==> config.mk <==
export PLATFORM = sky130hd
export DESIGN_NAME = tft_cmd_queue_flat
export DESIGN_NICKNAME = d
export VERILOG_FILES = /design/src/rtl/tft_cmd_queue_pkg.sv /design/src/rtl/tft_cmd_queue_if.sv /design/src/rtl/tft_cmd_queue_fifo.sv /design/src/rtl/tft_cmd_queue.sv /design/src/flat_wrapper.sv
export SDC_FILE = /design/constraint.sdc
export NUM_CORES = 1
export LEC_CHECK = 0
export BUFFER_PORTS_ARGS = -buffer_cell sky130_fd_sc_hd__buf_2
export CAP_MARGIN = 20
export CORE_UTILIZATION = 45
export CTS_CLUSTER_SIZE = 10
export DETAILED_ROUTE_END_ITERATION = 8
export PLACE_DENSITY = 0.72
export RECOVER_POWER = 50
export SLEW_MARGIN = 20
export SYNTH_ARGS = -nofsm -noshare
export SYNTH_HDL_FRONTEND = slang
export SYNTH_SLANG_ARGS = --single-unit
==> constraint.sdc <==
create_clock -name i_clk -period 9.4 [get_ports i_clk]
set_input_delay 0.94 -clock i_clk [delete_from_list [all_inputs] [get_ports i_clk]]
set_output_delay 0.94 -clock i_clk [all_outputs]
set_load 0.01 [all_outputs]
==> src/rtl/tft_cmd_queue_pkg.sv <==
// Shared definitions for the TFT command queue: opcodes, screen limits,
// queue entry layout, sequencer states and small coordinate helpers.
package tft_cmd_queue_pkg;

    localparam logic OP_FILL     = 1'b0;
    localparam logic OP_INIT     = 1'b1;
    localparam int   SCREEN_XMAX = 239;
    localparam int   SCREEN_YMAX = 319;
    localparam int   CMD_W       = 81;   // op + colour + 4 x 16-bit corners

    typedef enum logic [2:0] {
        ST_FLUSH     = 3'd0,
        ST_BOOT      = 3'd1,
        ST_IDLE      = 3'd2,
        ST_ISSUE     = 3'd3,
        ST_WAIT_RISE = 3'd4,
        ST_WAIT_FALL = 3'd5
    } state_t;

    // One queue entry; corners are already normalised and clipped.
    typedef struct packed {
        logic        op;
        logic [15:0] color;
        logic [15:0] xlo;
        logic [15:0] xhi;
        logic [15:0] ylo;
        logic [15:0] yhi;
    } cmd_t;

    function automatic logic [15:0] umin(input logic [15:0] a, input logic [15:0] b);
        return (a < b) ? a : b;
    endfunction

    function automatic logic [15:0] umax(input logic [15:0] a, input logic [15:0] b);
        return (a > b) ? a : b;
    endfunction

    function automatic logic [15:0] clip(input logic [15:0] v, input logic [15:0] lim);
        return (v > lim) ? lim : v;
    endfunction

endpackage

==> src/rtl/tft_cmd_queue_if.sv <==
// Command push bus into the TFT command queue.
//   valid/ready : push handshake, transfer when both high
//   op          : 0 = FILL rectangle, 1 = INIT screen
//   color       : rrrrrggggggbbbbb fill colour
//   x0/x1/y0/y1 : rectangle corners, any order
interface tft_cmd_queue_if;
    logic        valid;
    logic        ready;
    logic        op;
    logic [15:0] color;
    logic [15:0] x0;
    logic [15:0] x1;
    logic [15:0] y0;
    logic [15:0] y1;

    modport master (output valid, op, color, x0, x1, y0, y1, input ready);
    modport slave  (input valid, op, color, x0, x1, y0, y1, output ready);
endinterface

==> src/rtl/tft_cmd_queue_fifo.sv <==
// Single-clock synchronous FIFO with occupancy output.
//   i_clk/i_rstn : clock, synchronous active-low reset (empties the FIFO)
//   i_push/i_wdata : write strobe and data (ignored when full)
//   i_pop        : advance head (ignored when empty)
//   o_rdata      : head entry, valid while !o_empty
//   o_full/o_empty/o_level : occupancy status
module tft_cmd_queue_fifo #(
    parameter int W  = 81,
    parameter int AW = 4
) (
    input  logic          i_clk,
    input  logic          i_rstn,
    input  logic          i_push,
    input  logic [W-1:0]  i_wdata,
    input  logic          i_pop,
    output logic [W-1:0]  o_rdata,
    output logic          o_full,
    output logic          o_empty,
    output logic [AW:0]   o_level
);
    localparam logic [AW:0] FULL_LVL = (AW+1)'(1 << AW);

    logic [W-1:0]  r_mem [0:(1<<AW)-1];
    logic [AW-1:0] r_wptr;
    logic [AW-1:0] r_rptr;
    logic [AW:0]   r_level;
    logic          w_push;
    logic          w_pop;

    assign o_full  = (r_level == FULL_LVL);
    assign o_empty = (r_level == '0);
    assign o_level = r_level;
    assign o_rdata = r_mem[r_rptr];
    assign w_push  = i_push & ~o_full;
    assign w_pop   = i_pop & ~o_empty;

    always_ff @(posedge i_clk) begin
        if (!i_rstn) begin
            r_wptr  <= '0;
            r_rptr  <= '0;
            r_level <= '0;
        end else begin
            if (w_push) r_wptr <= r_wptr + 1'b1;
            if (w_pop)  r_rptr <= r_rptr + 1'b1;
            r_level <= r_level + {{AW{1'b0}}, w_push} - {{AW{1'b0}}, w_pop};
        end
    end

    // Storage needs no reset: only entries covered by r_level are ever read.
    always_ff @(posedge i_clk) begin
        if (w_push) r_mem[r_wptr] <= i_wdata;
    end
endmodule

==> src/rtl/tft_cmd_queue.sv <==
// Command front-end for the ILI9341 TFT controller. Normalises and clips
// pushed rectangles, buffers them, and sequences one init/draw pulse per
// command against the controller busy handshake. Draw parameters are held
// from ISSUE until busy falls. One INIT is issued after reset (BOOT_INIT).
//   i_clk/i_rstn : clock, synchronous active-low reset
//   cmd          : push bus (slave side)
//   o_tft_init/o_tft_draw : one-cycle pulses to the controller
//   o_tft_color/xstart/xend/ystart/yend : registered draw parameters
//   i_tft_busy   : controller busy
//   o_q_level    : queue occupancy
//   o_idle       : queue empty and sequencer idle
//   o_err        : sticky, busy failed to rise after a pulse
module tft_cmd_queue
    import tft_cmd_queue_pkg::*;
#(
    parameter int DEPTH_LOG2 = 4,
    parameter int BOOT_INIT  = 1,
    parameter int XMAX       = SCREEN_XMAX,
    parameter int YMAX       = SCREEN_YMAX,
    parameter int RISE_TMO   = 7
) (
    input  logic                  i_clk,
    input  logic                  i_rstn,
    tft_cmd_queue_if.slave        cmd,
    output logic                  o_tft_init,
    output logic                  o_tft_draw,
    output logic [15:0]           o_tft_color,
    output logic [15:0]           o_tft_xstart,
    output logic [15:0]           o_tft_xend,
    output logic [15:0]           o_tft_ystart,
    output logic [15:0]           o_tft_yend,
    input  logic                  i_tft_busy,
    output logic [DEPTH_LOG2:0]   o_q_level,
    output logic                  o_idle,
    output logic                  o_err
);
    localparam int TW = (RISE_TMO < 2) ? 1 : $clog2(RISE_TMO + 1);

    cmd_t          w_wr;
    cmd_t          w_head;
    cmd_t          r_cmd;
    state_t        r_state;
    state_t        w_state_nxt;
    logic          w_push;
    logic          w_pop;
    logic          w_full;
    logic          w_empty;
    logic          w_boot;
    logic          w_err_set;
    logic [TW-1:0] r_tmr;
    logic [TW-1:0] w_tmr_nxt;
    logic          r_err;

    assign cmd.ready = i_rstn & ~w_full;
    assign w_push    = cmd.valid & cmd.ready;
    assign w_tmr_nxt = r_tmr + TW'(1);

    // INIT entries carry only the opcode so a later pop leaves clean params.
    always_comb begin
        w_wr    = '0;
        w_wr.op = cmd.op;
        if (cmd.op == OP_FILL) begin
            w_wr.color = cmd.color;
            w_wr.xlo   = clip(umin(cmd.x0, cmd.x1), 16'(XMAX));
            w_wr.xhi   = clip(umax(cmd.x0, cmd.x1), 16'(XMAX));
            w_wr.ylo   = clip(umin(cmd.y0, cmd.y1), 16'(YMAX));
            w_wr.yhi   = clip(umax(cmd.y0, cmd.y1), 16'(YMAX));
        end
    end

    tft_cmd_queue_fifo #(.W(CMD_W), .AW(DEPTH_LOG2)) u_fifo (
        .i_clk   (i_clk),
        .i_rstn  (i_rstn),
        .i_push  (w_push),
        .i_wdata (w_wr),
        .i_pop   (w_pop),
        .o_rdata (w_head),
        .o_full  (w_full),
        .o_empty (w_empty),
        .o_level (o_q_level)
    );

    always_ff @(posedge i_clk) begin
        if (!i_rstn) begin
            r_state <= ST_FLUSH;
            r_cmd   <= '0;
            r_tmr   <= '0;
            r_err   <= 1'b0;
        end else begin
            r_state <= w_state_nxt;
            // Params move only here; the controller samples them during the fill.
            if (w_pop)       r_cmd    <= w_head;
            else if (w_boot) r_cmd.op <= OP_INIT;
            if (r_state == ST_ISSUE)          r_tmr <= '0;
            else if (r_state == ST_WAIT_RISE) r_tmr <= w_tmr_nxt;
            if (w_err_set) r_err <= 1'b1;
        end
    end

    always_comb begin
        w_state_nxt = r_state;
        w_pop       = 1'b0;
        w_boot      = 1'b0;
        w_err_set   = 1'b0;
        o_tft_init  = 1'b0;
        o_tft_draw  = 1'b0;
        case (r_state)
            // Controller has no reset; let any in-flight transfer finish first.
            ST_FLUSH:     if (!i_tft_busy) w_state_nxt = (BOOT_INIT != 0) ? ST_BOOT : ST_IDLE;
            ST_BOOT: begin
                w_boot      = 1'b1;
                w_state_nxt = ST_ISSUE;
            end
            ST_IDLE: if (!w_empty && !i_tft_busy) begin
                w_pop       = 1'b1;
                w_state_nxt = ST_ISSUE;
            end
            ST_ISSUE: begin
                o_tft_init  = (r_cmd.op == OP_INIT);
                o_tft_draw  = (r_cmd.op == OP_FILL);
                w_state_nxt = ST_WAIT_RISE;
            end
            ST_WAIT_RISE: begin
                if (i_tft_busy) begin
                    w_state_nxt = ST_WAIT_FALL;
                end else if (w_tmr_nxt == TW'(RISE_TMO)) begin
                    w_err_set   = 1'b1;
                    w_state_nxt = ST_IDLE;
                end
            end
            ST_WAIT_FALL: if (!i_tft_busy) w_state_nxt = ST_IDLE;
            default:      w_state_nxt = ST_FLUSH;
        endcase
    end

    assign o_tft_color  = r_cmd.color;
    assign o_tft_xstart = r_cmd.xlo;
    assign o_tft_xend   = r_cmd.xhi;
    assign o_tft_ystart = r_cmd.ylo;
    assign o_tft_yend   = r_cmd.yhi;
    assign o_idle       = (r_state == ST_IDLE) & w_empty;
    assign o_err        = r_err;
endmodule

==> src/flat_wrapper.sv <==
// flat-port wrapper written by rule: the top's interface ports become plain ports
module tft_cmd_queue_flat import tft_cmd_queue_pkg::*;
#(
    parameter int DEPTH_LOG2 = 4,
    parameter int BOOT_INIT  = 1,
    parameter int XMAX       = SCREEN_XMAX,
    parameter int YMAX       = SCREEN_YMAX,
    parameter int RISE_TMO   = 7
)
  (i_clk, i_rstn, o_tft_init, o_tft_draw, o_tft_color, o_tft_xstart, o_tft_xend, o_tft_ystart, o_tft_yend, i_tft_busy, o_q_level, o_idle, o_err, cmd_valid, cmd_op, cmd_color, cmd_x0, cmd_x1, cmd_y0, cmd_y1, cmd_ready);
  tft_cmd_queue_if cmd_i ();
  input  logic i_clk;
  input  logic i_rstn;
  output logic o_tft_init;
  output logic o_tft_draw;
  output logic [15:0] o_tft_color;
  output logic [15:0] o_tft_xstart;
  output logic [15:0] o_tft_xend;
  output logic [15:0] o_tft_ystart;
  output logic [15:0] o_tft_yend;
  input  logic i_tft_busy;
  output logic [DEPTH_LOG2:0] o_q_level;
  output logic o_idle;
  output logic o_err;
  input wire logic [$bits(cmd_i.valid)-1:0] cmd_valid;
  input wire logic [$bits(cmd_i.op)-1:0] cmd_op;
  input wire logic [$bits(cmd_i.color)-1:0] cmd_color;
  input wire logic [$bits(cmd_i.x0)-1:0] cmd_x0;
  input wire logic [$bits(cmd_i.x1)-1:0] cmd_x1;
  input wire logic [$bits(cmd_i.y0)-1:0] cmd_y0;
  input wire logic [$bits(cmd_i.y1)-1:0] cmd_y1;
  output wire logic [$bits(cmd_i.ready)-1:0] cmd_ready;
  assign cmd_i.valid = cmd_valid;
  assign cmd_i.op = cmd_op;
  assign cmd_i.color = cmd_color;
  assign cmd_i.x0 = cmd_x0;
  assign cmd_i.x1 = cmd_x1;
  assign cmd_i.y0 = cmd_y0;
  assign cmd_i.y1 = cmd_y1;
  assign cmd_ready = cmd_i.ready;
  tft_cmd_queue #(.DEPTH_LOG2(DEPTH_LOG2), .BOOT_INIT(BOOT_INIT), .XMAX(XMAX), .YMAX(YMAX), .RISE_TMO(RISE_TMO)) u_core (.i_clk(i_clk), .i_rstn(i_rstn), .cmd(cmd_i), .o_tft_init(o_tft_init), .o_tft_draw(o_tft_draw), .o_tft_color(o_tft_color), .o_tft_xstart(o_tft_xstart), .o_tft_xend(o_tft_xend), .o_tft_ystart(o_tft_ystart), .o_tft_yend(o_tft_yend), .i_tft_busy(i_tft_busy), .o_q_level(o_q_level), .o_idle(o_idle), .o_err(o_err));
endmodule
Yosys cells after proc, flatten, opt, wreduce, memory -nomap -nowiden --
Memories as Yosys holds them, arrays and structs flattened. A register that Yosys moved wholly into a read port is not among the register bits. Cells that the tools add are included.
Cells by class: $add $sub $neg 5, $lt $le $gt $ge 8, equal/unequal tests 11, mux-type cells 29, bitwise logic cells 9, reductions and logical operators 8
Operators by type and width (number):
- $mux 16 | 8
- $mux 80 | 1
- $gt 16x16->1 | 2
- $gt 16x8->1 const B | 2
- $gt 16x9->1 const B | 2
- $lt 16x16->1 | 2
- $pmux 3 s6 | 1
- $mux 3 | 5
- $mux 1 | 12
- $eq 3x3->1 const B | 3
- $add 4x1->4 const B | 2
- $mux 4 | 2
- $eq 3x2->1 const B | 2
- $add 5x1->5 | 1
- $and 1x1->1 | 5
- $eq 5x5->1 const B | 1
- $logic_not 5->1 | 1
- $sub 5x1->5 | 1
- $ne 2x2->1 const B | 2
- $not 1->1 | 4
- $reduce_and 4->1 | 1
- $add 3x1->3 const B | 1
- $eq 3x1->1 const B | 1
- $logic_not 3->1 | 1
- other kinds (6) | 7
Word-level totals: flip-flop bits (word level) 101, bits in writable memories 1296, output and inout port bits 90, memories kept 1
Memory list:
- u_core.u_fifo.r_mem | depth 16, bits a word 81, read ports 1, clocked after Yosys merged registers in 1, wr ports 1, line tft_cmd_queue_fifo.sv:23 | logic [W-1:0] r_mem [0:(1<<AW)-1];

Logic depth before layout (Yosys ltp) --
depth after elaboration 8, mapped depth 17, depth with buffers taken out 16

Cells and area by module --
From an unflattened synthesis, not the netlist that was laid out.
Second synthesis, totals: cells, all modules 2845, area, all modules 54992.7 um^2
By module, submodules not included:
- tft_cmd_queue_fifo | instances 1, cells each 2085, area an instance 49254.7 um^2, seq. area each 39257.7 um^2
- tft_cmd_queue | instances 1, cells each 760, area an instance 5738.0 um^2, seq. area each 1761.7 um^2

Least setup slack after synthesis --
OpenSTA, ideal clock, no wires.
path type input to register, start input port i_rstn, end memory u_core.u_fifo.r_mem[3][0] (enable), setup time 0.619 ns, arrival time 7.327 ns, required time 8.781 ns, setup slack 1.453 ns, cell stages on the path 5, buffers on the path 1, cell sequence a21boi_1 -> and2_1 -> clkbuf_1 -> nand2_1 -> nor3_1
On the way: cells in the longest elaborated chain, start to end 5
RTL lines:
- from (decl) | line flat_wrapper.sv:13 | input logic i_rstn;
- $and 1x1->1 | line tft_cmd_queue.sv:54 | assign cmd.ready = i_rstn & ~w_full;
- $and 1x1->1 | line tft_cmd_queue.sv:55 | assign w_push = cmd.valid & cmd.ready;
- $and 1x1->1 | line tft_cmd_queue_fifo.sv:34 | assign w_push = i_push & ~o_full;
- $mux 1 | line tft_cmd_queue_fifo.sv:51 | if (w_push) r_mem[r_wptr] <= i_wdata;
- $mux 1 (implied by the code) | line tft_cmd_queue_fifo.sv:51
- to (decl) | line tft_cmd_queue_fifo.sv:23
No other way between the ends.

Final worst setup path --
start input port i_rstn, end register u_core.r_tmr[1]
On the way: cells in the longest elaborated chain, start to end 2
RTL lines:
- $not 1->1 (no source line)
- $reduce_or 2->1 (no source line)
- to (signal assigned) | line tft_cmd_queue.sv:95 | else if (r_state == ST_WAIT_RISE) r_tmr <= w_tmr_nxt;
- to (decl) | line tft_cmd_queue.sv:50 | logic [TW-1:0] r_tmr;
No other way between the ends. A chain may end at the register's enable or synchronous reset.

==> impl_results.md <==
- Top-count cell post-synth: edfxtp_1
- # DRC: 0
- Rel. slew slack: -148%
- Area taken by multi-input logic gates: 14400 um2
- Synth Flop Type: edfxtp_1
- Power Density: around 220 nW/um2
- Critical path startpoint category: input port
- Yosys top cell area share: 70.6%
- H-tree levels: 4
- Min Tclk post-route: 5550 ps
- Top cells by count, synth: 1296 x edfxtp_1, 405 x mux4_2, 177 x nand2_1
- Period utilization: 59.1%
- Total Routed Length: approximately 120 mm
- Dominant cells by area after synthesis: edfxtp_1 71%, mux4_2 17%, dfxtp_1 3.8%, nand2_1 1.2%, buf_4 1.1%
- Most frequent CP cell: clkbuf_1
- Share of layout cells above drive strength 1: around a fifth
- CTS Buf Count: 159
- Hold Path Stages: 2
- Cell taking the most area after synthesis: edfxtp_1
- Setup violations, final: 0
- Final HPWL DP: 63.1 mm
- Fmax: approximately 0.18 GHz
- CTS tree: built
- Gate Count Post-Synth: 2654
- Avg WL per Cell: 23.9 um
- Syn avg cell area: between 20 and 25 um2
- Post-synthesis sequential area ratio: around 74%
- First-pass GRT wire length: 179 mm
- Placer Congestion: 0.831
- CP Data Required Time: 10040 ps
- Hold buffer count at cts: 0
- Worst Path Max Fanout: 65
- Drt pass-1 iters: 5
- Synthesis-to-layout area growth: 15.1%
- Drt via density: between 5 and 6
- Crit path DAT: 6190 ps
- Async set-reset flop share out of synthesis: 0%
- Vias in the first global route: 27.7k
- Die height: 352 um
- Post-CTS Setup Inserts: 0
- Clk_lat worst skew: roughly 770 ps
- FP Rows: 128
- Tightest Hold Check Type: reg2reg
- Die Area: around 120000 um2
- Critical Path, Cell by Cell: clkbuf_1, clkbuf_1, clkbuf_1, o21ai_0, a311oi_1
- Unrepaired setup endpoints after global routing: no
- Final Skew: approximately 35 ps
- Fillers: between 9k and 10k
- FF+latch area: 41000 um2
- Status: finished with violations
- Power Total: 13.8 mW
- # port buffers: 174
- Ports: 175
- Clock Sinks: 1401
- Slowest CP cell: clkbuf_1
- Max-slew violation count: 733
- CTS clk-pin slew, worst paths: 50 ps
- #FFs+latches synth: 1401
- Number of flops mapped to enable cells by yosys: 1296
- CP top delay family: buffers and inverters
- Hold Fails Final Rpt: 0
- Peak VDD IR: 0.147 mV
- Count of cell types in the netlist: 57
- Leak: roughly 20 nW
- Levels on crit path: 5
- Violated checks: capacitance limit, slew limit
- Initial antenna violation count: 1
- Max incr delay on CP: 2620 ps
- Iter 0 DRT Violations: 2532
- Setup tns final: 0 ps
- Longest Clk Path Bufs: 3
- # diodes: 0
- Buffers and inverters on the worst path: 3
- Cell area after synthesis: 55100 um2
- Yosys warnings: 0
- Cts repair resizes: 0
- Worst slew pin tran: 3720 ps
- Grt ovf: 0
- NumNets Final: 3447
- Pin count of the biggest net entering global routing: 140
- Die Width: 352 um
- All-Layer GR Usage: 19.6%
- Worst r2r path cells: 8
- CP endpoint kind: register
- Clock root buffer master: clkbuf_16
- Critical path class: in2reg
- Post-DRT Antenna Nets: 0
- CORE AREA: 122000 um2
- Max-cap violations: 21
- Initial Util: 45.3%
- Via Count: 26.7k
path summary, 6_finish.rpt:
kind	startpoint	slack [ps]	end
max	i_rstn	3850	u_core.r_tmr[1]$_SDFFE_PP0N_
min	u_core.o_tft_color[13]$_SDFFE_PN0P_	450	u_core.o_tft_color[13]$_SDFFE_PN0P_
max reg2reg	u_core.u_fifo.o_level[2]$_SDFF_PN0_	4140	u_core.u_fifo.r_mem[14][74]$_DFFE_PP_
min reg2reg	u_core.o_tft_color[13]$_SDFFE_PN0P_	450	u_core.o_tft_color[13]$_SDFFE_PN0P_
sequential cells by signal, summed over array words and instances (netlist names), 4 cells and up, named ones only:
signal / flops
u_core.o_tft_color: 16
u_core.o_tft_xend: 16
u_core.o_tft_xstart: 16
u_core.o_tft_yend: 16
u_core.o_tft_ystart: 16
u_core.u_fifo.o_level: 5
u_core.u_fifo.r_mem: 1296
u_core.u_fifo.r_rptr: 4
u_core.u_fifo.r_wptr: 4
final cells by class:
| class | count | area share (%) |
|---|---|---|
| sequential | 1401 | 64.7 |
| multi-input combinational | 1465 | 22.7 |
| clock buffer | 256 | 6.85 |
| tap | 1625 | 3.20 |
| timing repair buffer | 239 | 1.88 |
| clock inverter | 17 | 0.426 |
| inverter | 50 | 0.296 |
where the power goes:
part / switching [mW] / internal, mW
logic: 0.677 / 0.576
clock network: 2.37 / 3.17
registers: 0.0841 / 6.97
total: 3.13 / 10.7
metal layers:
metal	wire, um	share of wire (%)	GRT usage (%)
met3	8200	6.8	3.10
met4	2430	2.0	5.28
met5	0	0	0
met1	49200	41	26.8
met2	61000	51	32.9
placed cells by master, fill, tap and decap left out, types with 4 or more instances in the layout:
| master | instances |
|---|---|
| clkbuf_1 | 216 |
| buf_4 | 32 |
| nand2_1 | 178 |
| nor2_4 | 7 |
| and2_0 | 7 |
| ha_1 | 45 |
| nor2b_1 | 22 |
| dfxtp_1 | 101 |
| buf_2 | 83 |
| nor4_1 | 8 |
| inv_16 | 5 |
| conb_1 | 480 |
| o21ai_1 | 50 |
| nand3_1 | 11 |
| and2_1 | 8 |
| o211ai_1 | 5 |
| nand4_1 | 14 |
| a21o_1 | 4 |
| inv_1 | 48 |
| a211oi_1 | 10 |
| clkbuf_16 | 159 |
| dfxtp_4 | 4 |
| nor2_1 | 40 |
| buf_12 | 4 |
| clkinv_8 | 4 |
| and3_1 | 8 |
| o31ai_1 | 6 |
| nor3_1 | 20 |
| edfxtp_1 | 1296 |
| a21oi_1 | 27 |
| xnor2_1 | 8 |
| mux4_2 | 405 |
| o21ai_0 | 48 |
kinds of logic (layout without fill, tap and decap cells):
family                   count (synthesis)  count (layout)  share of synthesized area [%]
flip-flops                            1401            1401                           74.4
multiplexers                           408             408                           16.6
AND/OR/NAND/NOR                        340             340                           2.82
buffers and inverters                  267             562                           2.91
AO/OA/AOI/OAI                          180             180                           1.99
adder cells (fa/ha/maj)                 46              46                           1.06
XOR/XNOR                                11              11                          0.175
other                                    1             480                        0.00680
tightest hold or removal path, cell delays in order, from the launching register on:
cell and delay (ps):
dfxtp_1 310, nand2_1 50, o21ai_1 50
metrics by stage:
stage	hold slack (ps)	util [%]	setup WS, ps	instance area (um2)	cells
global route	463	52.2	3420	63400	5053
floorplan	429	-	1450	56900	3133
CTS	446	52.4	5500	63700	5049
global placement	435	48.6	5050	59100	4776
detailed placement	439	48.6	4890	59100	4776
finish	447	52.2	3850	63400	5053
Power figures use the tool's default switching activity.
